$ cat src/rtl/axis_packetizer.sv
// Frames a valid/ready word stream into packets: one header word, then PKT_LEN payload
// words, with m_last on the final payload word and an 8-bit wrapping sequence number.
module axis_packetizer #(
    parameter int          DATA_WIDTH = 32,
    parameter int          PKT_LEN    = 8,
    parameter logic [7:0]  HDR_TAG    = 8'hA5
) (
    input  logic                  aclk,
    input  logic                  areset,
    input  logic [DATA_WIDTH-1:0] s_data,
    input  logic                  s_valid,
    output logic                  s_ready,
    output logic [DATA_WIDTH-1:0] m_data,
    output logic                  m_valid,
    input  logic                  m_ready,
    output logic                  m_last,
    output logic                  m_is_hdr,
    output logic [7:0]            pkt_seq,
    output logic                  busy
);

    localparam logic [15:0] LEN16     = 16'(PKT_LEN);
    localparam logic [15:0] LAST_BEAT = 16'(PKT_LEN - 1);

    typedef enum logic {
        IDLE = 1'b0,
        PAY  = 1'b1
    } state_t;

    state_t                  state, state_nxt;
    logic [DATA_WIDTH-1:0]   m_data_nxt;
    logic                    m_valid_nxt;
    logic                    m_last_nxt;
    logic                    m_is_hdr_nxt;
    logic [7:0]              pkt_seq_nxt;
    logic [15:0]             beat_cnt, beat_cnt_nxt;
    logic                    slot_free;
    logic [DATA_WIDTH-1:0]   hdr_word;

    // Handshake: a word moves on any rising edge where valid && ready; the output
    // register may be reloaded when it is empty or being drained in the same cycle.
    assign slot_free = !m_valid || m_ready;
    assign s_ready   = (state == PAY) && slot_free;
    assign busy      = (state == PAY) || m_valid;
    assign hdr_word  = DATA_WIDTH'({HDR_TAG, pkt_seq, LEN16});

    always_comb begin
        state_nxt    = state;
        m_data_nxt   = m_data;
        m_valid_nxt  = m_valid;
        m_last_nxt   = m_last;
        m_is_hdr_nxt = m_is_hdr;
        pkt_seq_nxt  = pkt_seq;
        beat_cnt_nxt = beat_cnt;

        if (m_valid && m_ready) begin
            m_valid_nxt  = 1'b0;
            m_last_nxt   = 1'b0;
            m_is_hdr_nxt = 1'b0;
        end

        case (state)
            IDLE: begin
                // The header waits for payload to be present so no orphan header is sent.
                if (s_valid && slot_free) begin
                    m_data_nxt   = hdr_word;
                    m_valid_nxt  = 1'b1;
                    m_is_hdr_nxt = 1'b1;
                    m_last_nxt   = 1'b0;
                    beat_cnt_nxt = 16'd0;
                    state_nxt    = PAY;
                end
            end
            PAY: begin
                if (s_valid && s_ready) begin
                    m_data_nxt   = s_data;
                    m_valid_nxt  = 1'b1;
                    m_is_hdr_nxt = 1'b0;
                    m_last_nxt   = (beat_cnt == LAST_BEAT);
                    if (beat_cnt == LAST_BEAT) begin
                        beat_cnt_nxt = 16'd0;
                        pkt_seq_nxt  = pkt_seq + 8'd1;
                        state_nxt    = IDLE;
                    end else begin
                        beat_cnt_nxt = beat_cnt + 16'd1;
                    end
                end
            end
            default: state_nxt = IDLE;
        endcase
    end

    always_ff @(posedge aclk or posedge areset) begin
        if (areset) begin
            state    <= IDLE;
            m_data   <= '0;
            m_valid  <= 1'b0;
            m_last   <= 1'b0;
            m_is_hdr <= 1'b0;
            pkt_seq  <= 8'd0;
            beat_cnt <= 16'd0;
        end else begin
            state    <= state_nxt;
            m_data   <= m_data_nxt;
            m_valid  <= m_valid_nxt;
            m_last   <= m_last_nxt;
            m_is_hdr <= m_is_hdr_nxt;
            pkt_seq  <= pkt_seq_nxt;
            beat_cnt <= beat_cnt_nxt;
        end
    end

endmodule

$ cat config.mk
export PLATFORM = sky130hd
export DESIGN_NAME = axis_packetizer
export DESIGN_NICKNAME = d
export VERILOG_FILES = /design/src/rtl/axis_packetizer.sv
export SDC_FILE = /design/constraint.sdc
export NUM_CORES = 1
export LEC_CHECK = 0
export BUFFER_PORTS_ARGS = -buffer_cell sky130_fd_sc_hd__buf_2
export CORE_MARGIN = 5
export CORE_UTILIZATION = 55
export CTS_CLUSTER_DIAMETER = 200
export DETAILED_ROUTE_END_ITERATION = 6
export GPL_ROUTABILITY_DRIVEN = 0
export MAX_ROUTING_LAYER = met4
export PLACE_DENSITY = 0.84
export SYNTH_ARGS = -nofsm -noshare
export SYNTH_HDL_FRONTEND = slang
export SYNTH_SLANG_ARGS = --single-unit
export TNS_END_PERCENT = 50
$ cat constraint.sdc
create_clock -name aclk -period 4.2 [get_ports aclk]
set_input_delay 0.84 -clock aclk [delete_from_list [all_inputs] [get_ports aclk]]
set_output_delay 0.84 -clock aclk [all_outputs]
set_load 0.01 [all_outputs]
# Yosys cells after proc, flatten, opt, wreduce, memory -nomap -nowiden
# Index checks and enable logic that the tools add are counted.
# word_totals
register_bits	60
out_inout_bits	45
wordCells	45
inputBits	36
# classes
reduce_logical	9
n_addsub	2
n_eq_ne	3
bitwise	1
muxes	23
# ops
op	count
32-bit two-way mux	2
32-bit case mux with 2 select lines	1
16-bit two-way mux	3
16-bit case mux with 2 select lines	1
16-bit by 1-bit adder with 16-bit output, second input constant	1
16-bit by 3-bit == test with 1-bit output, second input constant	1
1-bit two-way mux	12
8-bit by 1-bit adder with 8-bit output, second input constant	1
1-bit case mux with 2 select lines	4
1-bit logical AND	4
3-bit AND reduction	1
1-bit logical OR	2
2-bit by 1-bit inequality test with 1-bit output, second input constant	1
2-bit inequality test, second input constant	1
2-bit AND reduction	1
1-bit zero test	1
1-bit NOT	1

# Longest topological paths before layout
# Gate-level depths: netlist of run 1.
# depth
word_depth	6
ltp_mapped	8
mapped_depth_nobuf	6

# Worst setup path after synthesis of run 1
# OpenSTA, ideal clock, no wires.
# synth_timing
path_type	in2out
start	input port m_ready
end	output port s_ready
n_path_buf	0
path_stages	2
arrival_time_ns	1.196
required_time_ns	3.360
path_slack_ns	2.164
cell_sequence	nand2b_1 and2_1
# synth_between
elab_chain_cells	2
# synth_lines
item	line_no	text
start, declared	15	input logic m_ready,
1-bit logical OR	42	assign slot_free = !m_valid || m_ready;
1-bit logical AND	43	assign s_ready = (state == PAY) && slot_free;
end, declared	12	output logic s_ready,
# No other way between the ends.

# Worst setup path in the final report of run 1
# layout_timing
start	register state
end	output port busy
# layout_between
elab_chain_cells	1
# layout_lines
item	line_no	text
start, declared	30	state_t state, state_nxt;
start signal, assigned	103	state <= state_nxt;
1-bit logical OR	44	assign busy = (state == PAY) || m_valid;
end, declared	19	output logic busy
# No other way between the ends.

==> reports/summary.txt, run 1 <==
clock power share: 36.7%
syn avg cell area: 9.71 sq um
# hold bufs at CTS: 0
global-route congestion overflow total: 0
Finished Cell Area: 0.00344 sq mm
Max-Cap Viols: 0
I/O pins: 81
total die area: 0.00653 sq mm
Cell variety after synth: 34
CTS clk-pin slew, worst paths: 0.07 ns
hold depth: 2
Num CTS Buffers: 9
P&R area growth vs syn: 24.6%
#FFs+latches synth: 60
CP max FO: 15
Clock Tree Root: clkbuf_8
total number of vias: 2,323
wire length on met2: 3230 um
drt total wl: 6450 um
GRT Overall Usage: 22.3%
Syn Inst Count: 284
PwrDens: 509 mW/mm^2
worst slew pin tran: 0.635 ns
R2R cell count: 6
largest net degree at the start of global routing: 48
Final Max Tran Viols: 0
LEAKAGE: 1.81 nW
first-pass GRT wire length: 10,800 um
Fin. Hold Viols: 0
RSZ-0062 raised after global routing: no
n_diodes: 0
final net count: 401
final setup violation count: 0
CTS tree: built
Synth warnings: 0
synthesized cell area: 0.00276 sq mm
Post-DP Area: 0.00319 sq mm
worst r2r src: beat_cnt[0]$_DFFE_PP0P_
post-synthesis sequential area ratio: 54.5%
Worst Hold Class: reg -> reg
Core Util, Final: 71.8%
Switch Pwr: 0.000505 W
wire per inst: 14.8 um
first drt pass iteration count: 4
max_slew headroom: 57.7%
crit path DAT: 1.48 ns
leading area contributor after synthesis: dfrtp_1
CP Data Required Time: 3.36 ns
WS Path Type: reg -> out
die width: 80.8 um
Switching Share: 28.8%
TNS Setup: 0 ns
most used flip-flop cell after synthesis: dfrtp_1
wl on met1: 2760 um
core area: 0.00479 sq mm
CTS Sinks: 60
vias in the first global route: 2,330
port bufs: 80
antenna violations before repair: 0
Post-synth ARST share: 100%
worst hold margin: 0.462 ns
worst skew pair latency: 0.33 ns
Gate power share: 19.7%
postcts setup bufs: 0
Internal Power: 0.00125 W
die height: 80.8 um
top post-synthesis cells by area: dfrtp_1, nand2_1, nand3_1
drt first-iter violations: 196
Post-DRT Antenna Nets: 0
Post-synth EDFFs: 0
min cycle time layout: 2.32 ns
post-route clock period utilization: 55.2%
drt via density: 5.34
Worst setup EP type: primary output
status: completed
Hold Path Origin: m_data[30]$_DFFE_PP0P_
most frequent cell after synthesis: nand2_1
Peak VDD IR: 284 uV
Final HPWL DP: 4370 um
FILL cells: 361
crit path launch: state$_DFF_PP0_
wire length on met3: 348 um
post-synth top area share: 54.5%
H-tree Lvls: 3
Post-CTS Resized: 0
num rows: 25
CTS max path bufs: 2
register share of total power: 43.6%
Mapped Nets: 322
clk_skew: 0.00680 ns
drc violations: 0
DR top layer: met4
Total Power: 0.00175 W
maximum operating frequency: 0.431 GHz
Worst Setup Start Kind: flip-flop
most frequent cells after synthesis: nand2_1, dfrtp_1, nand3_1
layout cell share with drive strength beyond 1: 29.1%
Initial Utilization: 57.6%
[cell usage in the layout, fill, tap and decap left out, types with 4 or more instances in the layout]
master / count
buf_2: 80
nand2_1: 61
dfrtp_1: 60
nand3_1: 32
o21ai_0: 18
a31oi_1: 12
clkbuf_8: 11
a21oi_1: 10
and3_1: 9
inv_1: 9
mux2i_1: 9
nor2_1: 8
xnor2_1: 5
xor2_1: 5
buf_4: 4
[worst paths after layout]
check	slack, ns	endpoint
setup / recovery	1.88	busy
hold / removal	0.46	m_data[30]$_DFFE_PP0P_
setup reg to reg	2.05	beat_cnt[14]$_DFFE_PP0P_
hold reg to reg	0.46	m_data[30]$_DFFE_PP0P_
max in group asynchronous	2.84	pkt_seq[5]$_DFFE_PP0P_
min in group asynchronous	0.52	m_data[25]$_DFFE_PP0P_
[power by group through the flow]
stage	combinational [W]	clock (W)	sequential [W]
4_1_cts	0.000349	0.000651	0.000762
6_report	0.000344	0.000643	0.000763
3_5_place_dp	0.000347	0	0.000770
2_1_floorplan	0.000210	0	0.000778
5_1_grt	0.000388	0.000687	0.000779
3_3_place_gp	0.000332	0	0.000768
[state kept, by name, summed over array words and instances (netlist names)]
name	flops
m_data	32
beat_cnt	16
pkt_seq	8
m_is_hdr	1
m_last	1
m_valid	1
state	1
[area by class of cell]
class | count | area (sq um) | share of cell area [%]
clock buffers | 12 | 155 | 4.52
clock inverters | 4 | 95.1 | 2.77
inverters | 10 | 37.5 | 1.09
multi-input cells | 198 | 1130 | 33.0
flip-flops and latches | 60 | 1500 | 43.7
well taps | 67 | 83.8 | 2.44
repair buffers | 84 | 430 | 12.5
[metrics by stage]
step | setup WS (ns) | cells
floorplan | 1.88 | 284
global placement | 1.70 | 419
detailed placement | 1.59 | 419
CTS | 1.87 | 435
global route | 1.78 | 435
finish | 1.88 | 435
[logic make-up after synthesis]
group,after synthesis,synth area share (%)
and+or+nand+nor,131,24.0
buffers and inverters,26,4.45
xor gates and xnor gates,10,3.18
muxes,10,3.68
AOI/OAI and AO/OA,45,9.35
DFF,60,54.5
adders and majority gates,2,0.908
[critical path, stage by stage, from the launching register on]
cell     delay (ns)
dfrtp_1        0.61
or2_2          0.39
buf_2          0.14
[layer usage]
metal  up-vias  global-route usage, %
li1       1134                      -
met1      1103                   27.7
met3        10                   6.98
met2        76                   34.8
met4         0                   7.94
met5         -                      -
Note: power is estimated with default switching activity, not from simulation.
==> run 2, diff against run 1 <==
ABC_AREA = 1   (was default)
CORE_UTILIZATION = 52   (was 55)
PLACE_DENSITY = 0.8   (was 0.84)
clock period = 2.2 ns   (was 4.2 ns; I/O delays follow)
==> run 2 against run 1 <==
Sequential cell count is the same. Cell area grew 2.3%. Critical path depth is the same. Total power grew 82%. Register-to-register slack lost 1.4 ns. Global-route usage shrank 1.4 points. Synthesized cell count grew 12%. First-iteration DRC count grew 11%. Sequential power grew 89%. Combinational power grew 110%. Clock skew shrank 0.0015 ns. Highest routed layer unchanged.
==> reports/summary.txt, run 2 <==
Top reg by flops: m_data
Worst Hold Class: in -> async
H-tree Lvls: 3
final net count: 443
GRT Overall Usage: 20.9%
CTS clk-pin slew, worst paths: 0.07 ns
total number of vias: 2,459
total die area: 0.00705 sq mm
P&R area growth vs syn: 23.5%
largest net degree at the start of global routing: 61
Initial Utilization: 52.6%
syn avg cell area: 8.92 sq um
leading area contributor after synthesis: dfrtp_1
first-pass GRT wire length: 11,500 um
LEAKAGE: 1.78 nW
Mapped Nets: 357
Clock Tree Root: clkbuf_8
top post-synthesis cells by area: dfrtp_1, nand2_1, a22o_1
worst hold margin: 0.147 ns
drc violations: 0
CTS Sinks: 60
Final Max Tran Viols: 0
post-synthesis sequential area ratio: 52.8%
Worst Setup Start Kind: flip-flop
Largest regs: m_data (32), beat_cnt (16), pkt_seq (8)
Final HPWL DP: 4760 um
max FFs per register: 32
Finished Layout Cells: 482
synthesized cell area: 0.00285 sq mm
vias in the first global route: 2,468
Num CTS Buffers: 9
drt first-iter violations: 218
CTS tree: built
final setup violation count: 0
Synth warnings: 0
maximum operating frequency: 0.588 GHz
post-synth top area share: 52.8%
crit path DAT: 1.26 ns
Fin. Hold Viols: 0
CTS max path bufs: 2
Post-synth EDFFs: 0
WS Path Type: reg -> out
core area: 0.00541 sq mm
Peak VDD IR: 582 uV
num rows: 27
most frequent cells after synthesis: nand2_1, dfrtp_1, inv_1
CP Data Required Time: 1.76 ns
# hold bufs at CTS: 0
clk_skew: 0.00534 ns
Post-synth ARST share: 100%
worst slew pin tran: 0.345 ns
TNS Setup: 0 ns
FILL cells: 467
Max-Cap Viols: 0
antenna violations before repair: 0
post-route clock period utilization: 77.3%
most used flip-flop cell after synthesis: dfrtp_1
most frequent cell after synthesis: nand2_1
most common cell after layout, fill and taps aside: nand2_1
drt via density: 5.10
Syn Inst Count: 319
die width: 84.0 um
RSZ-0062 raised after global routing: no
DP Cell Count: 466
Post-CTS Resized: 0
global-route congestion overflow total: 0
port bufs: 80
drt total wl: 6690 um
most frequent cells in the layout: nand2_1, buf_2, dfrtp_1, inv_1, nor2_1
wire per inst: 13.9 um
die height: 84.0 um
n_diodes: 0
Cell variety after synth: 29
layout cell share with drive strength beyond 1: 27.3%
Worst setup EP type: primary output
Post-DRT Antenna Nets: 0
worst skew pair latency: 0.34 ns
PwrDens: 906 mW/mm^2
min cycle time layout: 1.70 ns
postcts setup bufs: 0
#FFs+latches synth: 60
status: completed
max_slew headroom: 77.0%
I/O pins: 81
CP max FO: 5
first drt pass iteration count: 4
==> run 2: per-layer routing <==
metal | GRT usage [%] | up-vias | wire length (um)
met3 | 5.23 | 7 | 450
met4 | 7.75 | 0 | 57
li1 | - | 1220 | -
met5 | - | - | 0
met1 | 27.7 | 1146 | 3070
met2 | 31.1 | 86 | 3110
==> run 2: power breakdown <==
group	internal, W	switching, W	total (W)
Combinational	0.000315	0.000420	0.000735
Clock	0.000528	0.000481	0.00101
Sequential	0.00128	0.000161	0.00144
==> run 2: final cells by class <==
cell class                      count  area [sq um]  share of cell area (%)
Multi-Input combinational cell    221          1180                    33.5
Clock buffer                        9           124                    3.52
Sequential cell                    60          1500                    42.7
Clock inverter                      7          75.1                    2.14
Tap cell                           72          90.1                    2.56
Inverter                           30           113                    3.20
Timing Repair Buffer               83           435                    12.4
==> run 2: cell families (layout without fill, tap and decap cells) <==
| family | Yosys count | after routing | synth area share (%) |
|---|---|---|---|
| compound gates | 46 | 46 | 12.3 |
| xor+xnor | 11 | 11 | 3.39 |
| fa+ha+maj | 2 | 2 | 0.879 |
| buf+inv | 38 | 129 | 5.89 |
| flops | 60 | 60 | 52.8 |
| simple gates | 162 | 162 | 24.8 |
==> run 2: worst max-delay path, cell delays in order (launching register included) <==
cell	delay [ns]
dfrtp_1	0.46
or2_2	0.32
buf_2	0.14
==> run 2: worst paths after layout <==
kind | start | end | slack, ns | depth (start not counted)
worst max-delay path | m_valid$_DFF_PP0_ | busy | 0.50 | 2
min in group aclk | s_data[14] | m_data[14]$_DFFE_PP0P_ | 0.31 | 2
max in group asynchronous | areset | m_data[29]$_DFFE_PP0P_ | 1.80 | 3
worst min register to register | m_data[28]$_DFFE_PP0P_ | m_data[28]$_DFFE_PP0P_ | 0.50 | 1
worst min-delay path | areset | m_data[9]$_DFFE_PP0P_ | 0.15 | 3
worst max register to register | m_valid$_DFF_PP0_ | pkt_seq[3]$_DFFE_PP0P_ | 0.64 | 7
==> run 2: stage by stage <==
stage               util, %  instance area, sq um  total power (W)  setup slack, ns
CTS                    65.0                  3510          0.00322            0.485
finish                 65.0                  3510          0.00319            0.499
floorplan                 -                  2850          0.00192            0.275
global placement       61.3                  3320          0.00218            0.647
global route           65.0                  3510          0.00338            0.452
detailed placement     61.3                  3320          0.00220            0.565
==> run 3, diff against run 2 <==
CORE_UTILIZATION = 47   (was 52)
PLACE_DENSITY = 0.76   (was 0.8)
clock period = 1.5 ns   (was 2.2 ns; I/O delays follow)
==> run 3 against run 2 <==
Total power increased by 53%. Sequential power increased by 47%. Wire length increased by 7.9%. Highest routed layer unchanged. First-iteration DRC count decreased by 18%.
==> reports/summary.txt, run 3 (synthesis gave the netlist of run 2 again) <==
status: completed
CP max stage cell: dfrtp_1
total die area: 0.00771 sq mm
worst r2r src: m_valid$_DFF_PP0_
num rows: 28
final setup violation count: 0
max_slew headroom: 67.9%
min cycle time layout: 1.45 ns
most common cell after layout, fill and taps aside: nand2_1
Worst setup EP type: primary output
drc violations: 0
Max-Cap Viols: 0
H-tree Lvls: 3
hold depth: 3
maximum operating frequency: 0.689 GHz
die width: 87.8 um
P&R area growth vs syn: 33.0%
I/O pins: 81
FILL cells: 465
Setup WS post-layout: 0.0487 ns
clock power share: 30.0%
PwrDens: 1280 mW/mm^2
max incr delay on CP: 0.43 ns
Gate power share: 26.4%
first drt pass iteration count: 4
worst slew pin tran: 0.480 ns
final net count: 457
CTS clk-pin slew, worst paths: 0.08 ns
CP Data Required Time: 1.20 ns
worst-path cell chain: or2_4 > buf_6
Switch Pwr: 0.00161 W
Largest regs: m_data (32), beat_cnt (16), pkt_seq (8)
clk_skew: 0.0105 ns
GRT Overall Usage: 19.6%
total number of vias: 2,554
Hold Path Origin: s_data[19]
drt first-iter violations: 179
max FFs per register: 32
Top reg by flops: m_data
crit path launch: state$_DFF_PP0_
Fin. Hold Viols: 0
drt total wl: 7220 um
RSZ-0062 raised after global routing: yes
Clock Tree Root: clkbuf_8
register share of total power: 43.6%
Internal Power: 0.00325 W
Worst Setup Start Kind: flip-flop
n_diodes: 0
Num CTS Buffers: 9
Peak VDD IR: 833 uV
worst hold margin: 0.166 ns
die height: 87.8 um
antenna violations before repair: 0
CTS Sinks: 60
global-route congestion overflow total: 0
vias in the first global route: 2,421
LEAKAGE: 1.88 nW
CTS tree: built
Final Max Tran Viols: 0
Post-DRT Antenna Nets: 0
post-route clock period utilization: 96.8%
port bufs: 80
Worst Hold Class: in -> reg
Switching Share: 33.2%
first-pass GRT wire length: 11,500 um
layout cell share with drive strength beyond 1: 32.8%
core area: 0.00592 sq mm
pre-CTS setup slack: -0.0330 ns
worst skew pair latency: 0.34 ns
R2R cell count: 8
Final HPWL DP: 4950 um
Initial Utilization: 48.1%
crit path DAT: 1.15 ns
drt via density: 5.12
WS Path Type: reg -> out
largest net degree at the start of global routing: 29
CP max FO: 4
wire per inst: 14.5 um
CTS max path bufs: 2
most frequent cells in the layout: nand2_1, buf_2, dfrtp_1, inv_1, nor2_1
## run 3: area by class of cell
class	instances	area [sq um]	share of cell area [%]
Inverter	30	120	3.17
Timing Repair Buffer	97	629	16.6
Clock buffer	9	124	3.27
Multi-Input combinational cell	221	1240	32.7
Sequential cell	60	1500	39.7
Clock inverter	7	75.1	1.98
Tap cell	75	93.8	2.48
## run 3: metrics by stage
step	utilization [%]	std cells	total power (W)	TNS (ns)	area, sq um
CTS	61.1	492	0.00473	0	3610
detailed placement	57.5	475	0.00327	-0.0330	3410
floorplan	-	319	0.00281	0	2850
global route	63.9	499	0.00512	-0.0936	3780
finish	63.9	499	0.00486	0	3780
global placement	57.5	475	0.00323	0	3410
## run 3: power groups by stage
stage	clock network, W	logic [W]	registers, W
CTS	0.00148	0.00115	0.00210
detailed placement	0	0.00115	0.00212
global placement	0	0.00112	0.00211
finish	0.00146	0.00128	0.00212
floorplan	0	0.000622	0.00219
global route	0.00157	0.00140	0.00216
## run 3: worst paths after layout
kind	to	slack, ns
hold reg to reg	m_data[18]$_DFFE_PP0P_	0.50
hold / removal	m_data[19]$_DFFE_PP0P_	0.17
min in group asynchronous	beat_cnt[9]$_DFFE_PP0P_	0.54
setup reg to reg	m_data[16]$_DFFE_PP0P_	0.06
setup / recovery	busy	0.05
max in group asynchronous	beat_cnt[15]$_DFFE_PP0P_	0.49
## run 3: metal layers
metal	share of wire (%)	global-route usage (%)
met1	46	26.6
met2	48	29.1
met3	4.9	3.86
met4	1.2	7.67
met5	0	-
## run 3: timing repair
| item | in CTS | in global routing |
|---|---|---|
| endpoints found under the setup margin | 0 | 31 |
| resized for setup | 0 | 20 |
| hold buffers | 1 | 0 |
| endpoints found under the hold margin | 17 | 0 |
| setup buffers | 0 | 6 |
## run 3: worst max-delay path: cells and delay by family (launching register included)
family	cells	cell delay [ns]
DFF	1	0.43
buffers and inverters	1	0.12
and+or+nand+nor	1	0.27
